`src/rtl/ascon_result_serializer_if.sv`:
```
// ============================================================================
// Module   : ascon_result_serializer_if
// Purpose  : Bundles the ASCON result capture inputs and the byte-stream
//            handshake toward the UART transmitter.
// Signals  : cipher_i     [1471:0] ciphertext, bits [1471:1464] = first byte
//            tag_i        [127:0]  authentication tag, bits [127:120] first
//            end_ascon_i           one-cycle pulse, cipher_i/tag_i valid
//            data_o       [7:0]    byte toward UART TX
//            data_valid_o          data_o holds a byte to transfer
//            data_ready_i          sink accepts byte when high with valid
//            busy_o                frame held / transmission in progress
//            done_o                one-cycle pulse after last byte accepted
//            overrun_o             sticky: end_ascon_i arrived while busy
// Modports : slave  - the serializer itself
//            master - the environment (ASCON controller plus UART sink)
// Revision : 1.0 - initial release
// ============================================================================
`default_nettype none

interface ascon_result_serializer_if;
  logic [1471:0] cipher_i;
  logic [127:0]  tag_i;
  logic          end_ascon_i;
  logic [7:0]    data_o;
  logic          data_valid_o;
  logic          data_ready_i;
  logic          busy_o;
  logic          done_o;
  logic          overrun_o;

  modport slave (
    input  cipher_i, tag_i, end_ascon_i, data_ready_i,
    output data_o, data_valid_o, busy_o, done_o, overrun_o
  );

  modport master (
    output cipher_i, tag_i, end_ascon_i, data_ready_i,
    input  data_o, data_valid_o, busy_o, done_o, overrun_o
  );
endinterface

`default_nettype wire

```
`src/rtl/ascon_result_serializer.sv`:
```
// ============================================================================
// Module   : ascon_result_serializer
// Purpose  : Captures an ASCON ciphertext (and optionally its tag) on a
//            one-cycle end_ascon_i pulse and streams it out as a byte frame
//            over a valid/ready handshake: START_BYTE, 184 cipher bytes
//            MSB-first, then 16 tag bytes MSB-first when the tag is enabled.
// Ports    : clock_i  - rising-edge clock
//            reset_i  - asynchronous, active-high reset
//            bus      - ascon_result_serializer_if.slave (capture inputs,
//                       byte handshake, busy/done/overrun status)
// Params   : START_BYTE - frame-start marker byte (default 8'h02)
// Config   : define ASCON_SER_TAG_EN to append the 16-byte tag (201-byte
//            frame); otherwise the frame is 185 bytes and tag_i is unused.
// Revision : 1.0 - initial release
// ============================================================================
`default_nettype none

module ascon_result_serializer #(
  parameter logic [7:0] START_BYTE = 8'h02
) (
  input  wire logic                clock_i,
  input  wire logic                reset_i,
  ascon_result_serializer_if.slave bus
);

  typedef enum logic [2:0] {
    IDLE        = 3'd0,
    SEND_START  = 3'd1,
    SEND_CIPHER = 3'd2,
    SEND_TAG    = 3'd3,
    DONE        = 3'd4
  } state_t;

  localparam logic [7:0] LAST_CIPHER = 8'd183;
  localparam logic [7:0] LAST_TAG    = 8'd15;

  state_t        state;
  state_t        state_next;
  logic [7:0]    count;
  logic [7:0]    count_next;
  logic [1471:0] cipher_buf;
  logic          overrun;

  logic          capture;
  logic          sending;
  logic          busy;
  logic          done;
  logic [7:0]    data;
  logic [7:0]    cipher_byte;

  // A new result is only taken when no frame is in flight; DONE counts as
  // free so back-to-back frames lose no cycle.
  assign capture = bus.end_ascon_i && ((state == IDLE) || (state == DONE));

  // Byte k sits at [1471-8k -: 8]; written as (183-k)*8 from the LSB side.
  assign cipher_byte = cipher_buf[{LAST_CIPHER - count, 3'b000} +: 8];

`ifdef ASCON_SER_TAG_EN
  logic [127:0] tag_buf;
  logic [7:0]   tag_byte;
  assign tag_byte = tag_buf[{LAST_TAG[3:0] - count[3:0], 3'b000} +: 8];
`else
  logic unused_tag;
  assign unused_tag = ^bus.tag_i;
`endif

  // --------------------------------------------------------------------------
  // State register
  // --------------------------------------------------------------------------
  always_ff @(posedge clock_i or posedge reset_i) begin
    if (reset_i) begin
      state <= IDLE;
      count <= 8'd0;
    end else begin
      state <= state_next;
      count <= count_next;
    end
  end

  // --------------------------------------------------------------------------
  // Next-state and output decode
  // --------------------------------------------------------------------------
  always_comb begin
    state_next = state;
    count_next = count;
    sending    = 1'b0;
    busy       = 1'b0;
    done       = 1'b0;
    data       = 8'h00;

    case (state)
      IDLE: begin
        if (capture) begin
          state_next = SEND_START;
          count_next = 8'd0;
        end
      end

      SEND_START: begin
        sending = 1'b1;
        busy    = 1'b1;
        data    = START_BYTE;
        if (bus.data_ready_i) begin
          state_next = SEND_CIPHER;
        end
      end

      SEND_CIPHER: begin
        sending = 1'b1;
        busy    = 1'b1;
        data    = cipher_byte;
        if (bus.data_ready_i) begin
          if (count == LAST_CIPHER) begin
            count_next = 8'd0;
`ifdef ASCON_SER_TAG_EN
            state_next = SEND_TAG;
`else
            state_next = DONE;
`endif
          end else begin
            count_next = count + 8'd1;
          end
        end
      end

`ifdef ASCON_SER_TAG_EN
      SEND_TAG: begin
        sending = 1'b1;
        busy    = 1'b1;
        data    = tag_byte;
        if (bus.data_ready_i) begin
          if (count == LAST_TAG) begin
            count_next = 8'd0;
            state_next = DONE;
          end else begin
            count_next = count + 8'd1;
          end
        end
      end
`endif

      DONE: begin
        done = 1'b1;
        if (capture) begin
          state_next = SEND_START;
          count_next = 8'd0;
        end else begin
          state_next = IDLE;
        end
      end

      default: begin
        state_next = IDLE;
        count_next = 8'd0;
      end
    endcase
  end

  // --------------------------------------------------------------------------
  // Capture buffer and sticky overrun flag. The buffer is written only on a
  // capture, so it holds still for the whole frame whatever the inputs do.
  // --------------------------------------------------------------------------
  always_ff @(posedge clock_i or posedge reset_i) begin
    if (reset_i) begin
      cipher_buf <= '0;
`ifdef ASCON_SER_TAG_EN
      tag_buf    <= '0;
`endif
      overrun    <= 1'b0;
    end else begin
      if (capture) begin
        cipher_buf <= bus.cipher_i;
`ifdef ASCON_SER_TAG_EN
        tag_buf    <= bus.tag_i;
`endif
        overrun    <= 1'b0;
      end else if (bus.end_ascon_i && busy) begin
        overrun    <= 1'b1;
      end
    end
  end

  assign bus.data_o       = data;
  assign bus.data_valid_o = sending;
  assign bus.busy_o       = busy;
  assign bus.done_o       = done;
  assign bus.overrun_o    = overrun;

endmodule

`default_nettype wire

```
`src/flat_wrapper.sv`:
```
// flat-port wrapper written by rule: the top's interface ports become plain ports
module ascon_result_serializer_flat 
#(
  parameter logic [7:0] START_BYTE = 8'h02
)
  (clock_i, reset_i, bus_cipher_i, bus_tag_i, bus_end_ascon_i, bus_data_ready_i, bus_data_o, bus_data_valid_o, bus_busy_o, bus_done_o, bus_overrun_o);
  ascon_result_serializer_if bus_i ();
  input  wire logic clock_i;
  input  wire logic reset_i;
  input wire logic [$bits(bus_i.cipher_i)-1:0] bus_cipher_i;
  input wire logic [$bits(bus_i.tag_i)-1:0] bus_tag_i;
  input wire logic [$bits(bus_i.end_ascon_i)-1:0] bus_end_ascon_i;
  input wire logic [$bits(bus_i.data_ready_i)-1:0] bus_data_ready_i;
  output wire logic [$bits(bus_i.data_o)-1:0] bus_data_o;
  output wire logic [$bits(bus_i.data_valid_o)-1:0] bus_data_valid_o;
  output wire logic [$bits(bus_i.busy_o)-1:0] bus_busy_o;
  output wire logic [$bits(bus_i.done_o)-1:0] bus_done_o;
  output wire logic [$bits(bus_i.overrun_o)-1:0] bus_overrun_o;
  assign bus_i.cipher_i = bus_cipher_i;
  assign bus_i.tag_i = bus_tag_i;
  assign bus_i.end_ascon_i = bus_end_ascon_i;
  assign bus_i.data_ready_i = bus_data_ready_i;
  assign bus_data_o = bus_i.data_o;
  assign bus_data_valid_o = bus_i.data_valid_o;
  assign bus_busy_o = bus_i.busy_o;
  assign bus_done_o = bus_i.done_o;
  assign bus_overrun_o = bus_i.overrun_o;
  ascon_result_serializer #(.START_BYTE(START_BYTE)) u_core (.clock_i(clock_i), .reset_i(reset_i), .bus(bus_i));
endmodule
```
`config.mk`:
```
export PLATFORM = sky130hd
export DESIGN_NAME = ascon_result_serializer_flat
export DESIGN_NICKNAME = d
export VERILOG_FILES = /design/src/rtl/ascon_result_serializer_if.sv /design/src/rtl/ascon_result_serializer.sv /design/src/flat_wrapper.sv
export SDC_FILE = /design/constraint.sdc
export NUM_CORES = 2
export LEC_CHECK = 0
export CORE_AREA = 2 2 624 626
export CTS_CLUSTER_DIAMETER = 80
export DETAILED_ROUTE_END_ITERATION = 10
export DIE_AREA = 0 0 626 628
export SLEW_MARGIN = 25
export SYNTH_ARGS = -nofsm -noshare
export SYNTH_HDL_FRONTEND = slang
export SYNTH_SLANG_ARGS = --single-unit
```
`constraint.sdc`:
```
create_clock -name clock_i -period 135.9 [get_ports clock_i]
set_input_delay 13.59 -clock clock_i [delete_from_list [all_inputs] [get_ports clock_i]]
set_output_delay 13.59 -clock clock_i [all_outputs]
set_load 0.01 [all_outputs]
```
==> results.py <==
metrics = {
    "yosys": {
        "synth_enable_flop_cells": 0,
        "synth_area_leaders": "dfrtp_1 55%, nand2_1 25%, mux4_2 13%, clkbuf_1 2.0%, mux2i_1 0.52%",
        "syn_area_sq_um": 67400,
        "synth_area_leader_cell": "dfrtp_1",
        "ys.flop_type": "dfrtp_1",
        "ys_types": 59,
        "avgSynthCellArea_sq_um": 9.37,
        "synth_seq_area_share": 0.551,
        "synth-seq-cells": 1484,
        "ys_warn_count": 0,
        "synth_most_common_cell": "nand2_1",
        "synth_fp_nets": 8794,
        "synth_common_cells": "4,507 x nand2_1, 1,484 x dfrtp_1, 393 x mux4_2, 357 x clkbuf_1, 44 x buf_2",
        "synth_cells": 7187,
        "async_flop_share": 1.00,
        "synth.top_cell.area_share": 0.551,
    },
    "timing": {
        "hold_viol_final": 0,
        "worst_slew_pin_slew_ps": 1120,
        "skew_ps": 115,
        "layout_setup_ws_ps": 114820,
        "rsz0062_at_grt": "no",
        "clock.fmax_mhz": 47.4,
        "period_needed_ps": 21080,
        "finalSetupViolCount": 0,
        "holdWs_ps": 468,
        "max_slew_margin": 0.253,
        "report.final.slew_viol_count": 0,
        "min_period_over_period": 0.155,
        "setup_tns_ps": 0,
    },
    "floorplan": {
        "die_height_um": 628,
        "die_x_um": 626,
        "start_util": 0.174,
        "dieArea_sq_um": 393000,
        "ioPinCount": 1616,
        "rows": 229,
        "core_sq_um": 387000,
    },
    "pwr": {
        "p_leak_nw": 43.7,
        "power_w": 0.00197,
        "power_density_nw_per_um2": 20.9,
        "ir_drop_mv": 0.0110,
    },
    "run": {
        "drv_cap": 0,
    },
    "clock_tree": {
        "path_clk_slew_ps": 70,
        "htree_levels": 4,
        "cts_hold_buf": 0,
        "cts_buffers": 186,
        "clock_path_buffers": 4,
        "tritoncts": "built",
        "clkSinkCount": 1484,
        "insertion_delay_ps": 930,
        "postCtsSetupRepairBufs": 0,
        "post_cts_resized": 0,
        "cts_root_buf": "clkbuf_16",
    },
    "worst_setup_path": {
        "critPathMostFrequentCell": "buf_4",
        "critical_path_required_ps": 122310,
        "rr_endpoint": "u_core.cipher_buf[998]",
        "crit_chain": "buf_4 > buf_4 > buf_4 > mux4_2 > a22oi_1 > nand2_1 > a22o_1 > a211oi_1 > a21oi_1 > a22o_1 > clkdlybuf4s50_1",
        "regToRegStartpoint": "u_core.state[1]",
        "cp_max_fo": 36,
        "crit_path_start_kind": "flop",
        "cp.arrival_ps": 7490,
        "endpoint_kind": "primary output",
        "worst-r2r-cell-count": 8,
        "path_delay_family": "buffers and inverters",
        "critPathSlowestCell": "dfrtp_4",
        "crit_type": "flop to primary output",
        "path_buf_inv": 4,
        "slowest_delay_ps": 1050,
        "r2r_slack_ps": 130810,
    },
    "place": {
        "gp_congestion": 0.879,
        "dp_hpwl_um": 272000,
        "port-buffer-count": 1487,
        "placed_area_sq_um": 87800,
        "dp_slack_ps": 115420,
    },
    "route": {
        "num_vias": 57000,
        "drt_iter0_markers": 5139,
        "drcViolationCount": 0,
        "routed_wl_um": 351000,
        "wire_per_inst_um": 25.1,
        "drtPass1Iterations": 5,
        "ant_nets": 0,
        "via_per_inst": 4.08,
    },
    "min_path": {
        "min_path_type": "flop to flop",
        "hold_path_startpoint": "u_core.cipher_buf[1377]",
        "whs_endpoint": "u_core.cipher_buf[1377]",
        "holdPathStages": 2,
    },
    "final_layout": {
        "area_delta_synth_final_pct": 40.4,
        "layout-drive-gt1-share": 0.0972,
        "nets": 10100,
        "final_area_sq_um": 94600,
    },
    "grt": {
        "grt_pass1_wl_um": 470000,
        "grt-ovfl-total": 0,
        "antenna_found_initial": 204,
        "grt_max_degree": 204,
        "track_usage": 0.173,
        "grt_pass1_vias": 57000,
    },
    "run_status": {
        "status": "completed",
    },
}
report_power, final:
part | switching (W) | total [W] | internal (W) | leakage (nW)
sequential | 0.000127 | 0.000780 | 0.000652 | 18.3
combinational | 0.000404 | 0.000671 | 0.000267 | 22.3
clock | 0.000217 | 0.000524 | 0.000307 | 3.13
total | 0.000748 | 0.00197 | 0.00123 | 43.7
registers in the layout, summed over array words and instances (netlist names):
| register | flops |
|---|---|
| u_core.count | 8 |
| u_core.state | 3 |
| u_core.cipher_buf | 1472 |
| u_core.bus.overrun_o | 1 |
per-stage QoR:
stage | utilization | instances
after global routing | 0.244 | 13900
after detailed placement | 0.227 | 13500
final | 0.244 | 14000
after CTS | 0.243 | 13800
after global placement | 0.227 | 13500
after floorplan | - | 7187
worst register-to-register path: cells and delay by family, from the launching register on:
family	cells	cell delay, ps
buffers and inverters	4	2820
and+or+nand+nor	4	1690
DFF	1	440
cells in the final DEF (no fill, tap or decap), types with 5 or more instances in the layout:
cell type,instances
clkbuf_16,188
and2_1,6
o22ai_1,8
o21ai_0,32
buf_12,10
buf_6,5
clkinv_2,22
clkinvlp_4,6
nand3_1,22
dfrtp_1,1480
clkbuf_8,38
mux2i_1,31
a32oi_1,8
mux2_2,6
clkbuf_1,32
nor2_1,26
nor3_1,9
a22oi_1,31
diode_2,115
o221ai_1,8
mux4_2,393
and3_1,5
nor2b_1,5
inv_6,11
a31oi_1,5
nand2_1,4506
nand2b_1,7
clkdlybuf4s50_1,1487
buf_4,88
a221oi_1,9
inv_8,10
a21oi_1,32
nand4_1,6
bufinv_16,15
a22o_1,7
cell families after synthesis:
family                   Yosys count  synth area share
flip-flops                      1484             0.551
AO/OA/AOI/OAI                    176            0.0180
XOR/XNOR                           5          0.000650
adder cells (fa/ha/maj)            3          0.000557
buffers and inverters            462            0.0304
multiplexers                     438             0.139
AND/OR/NAND/NOR                 4619             0.260
how the worst max path moves through the flow:
stage,startpoint,to,slack [ps],cells after the start
after global routing,u_core.count[0],bus_data_o[7],114330,11
after CTS,u_core.count[0],bus_data_o[7],114320,11
after floorplan,reset_i,u_core.bus.overrun_o,80450,1
after global placement,u_core.count[0],bus_data_o[7],115420,11
final,u_core.count[0],bus_data_o[5],114820,11
after detailed placement,u_core.count[0],bus_data_o[7],115420,11
final cells by class:
cell class                 count  area, sq um
inverter                       4         30.0
antenna                      115          288
multi-input combinational   5241        28400
timing repair buffer        1591        15800
sequential                  1484        37200
clock inverter                75         1030
tap                         5197         6500
clock buffer                 258         5350
fill                       41800       293000
per-layer routing:
metal | vias up | routed length [um] | global-route usage
met5 | - | 383 | 0
met4 | 60 | 12900 | 0.0663
met3 | 548 | 22500 | 0.0354
met2 | 1975 | 175000 | 0.297
met1 | 28600 | 140000 | 0.212
li1 | 25900 | - | -
No activity file was read; power rests on OpenSTA's default activity.
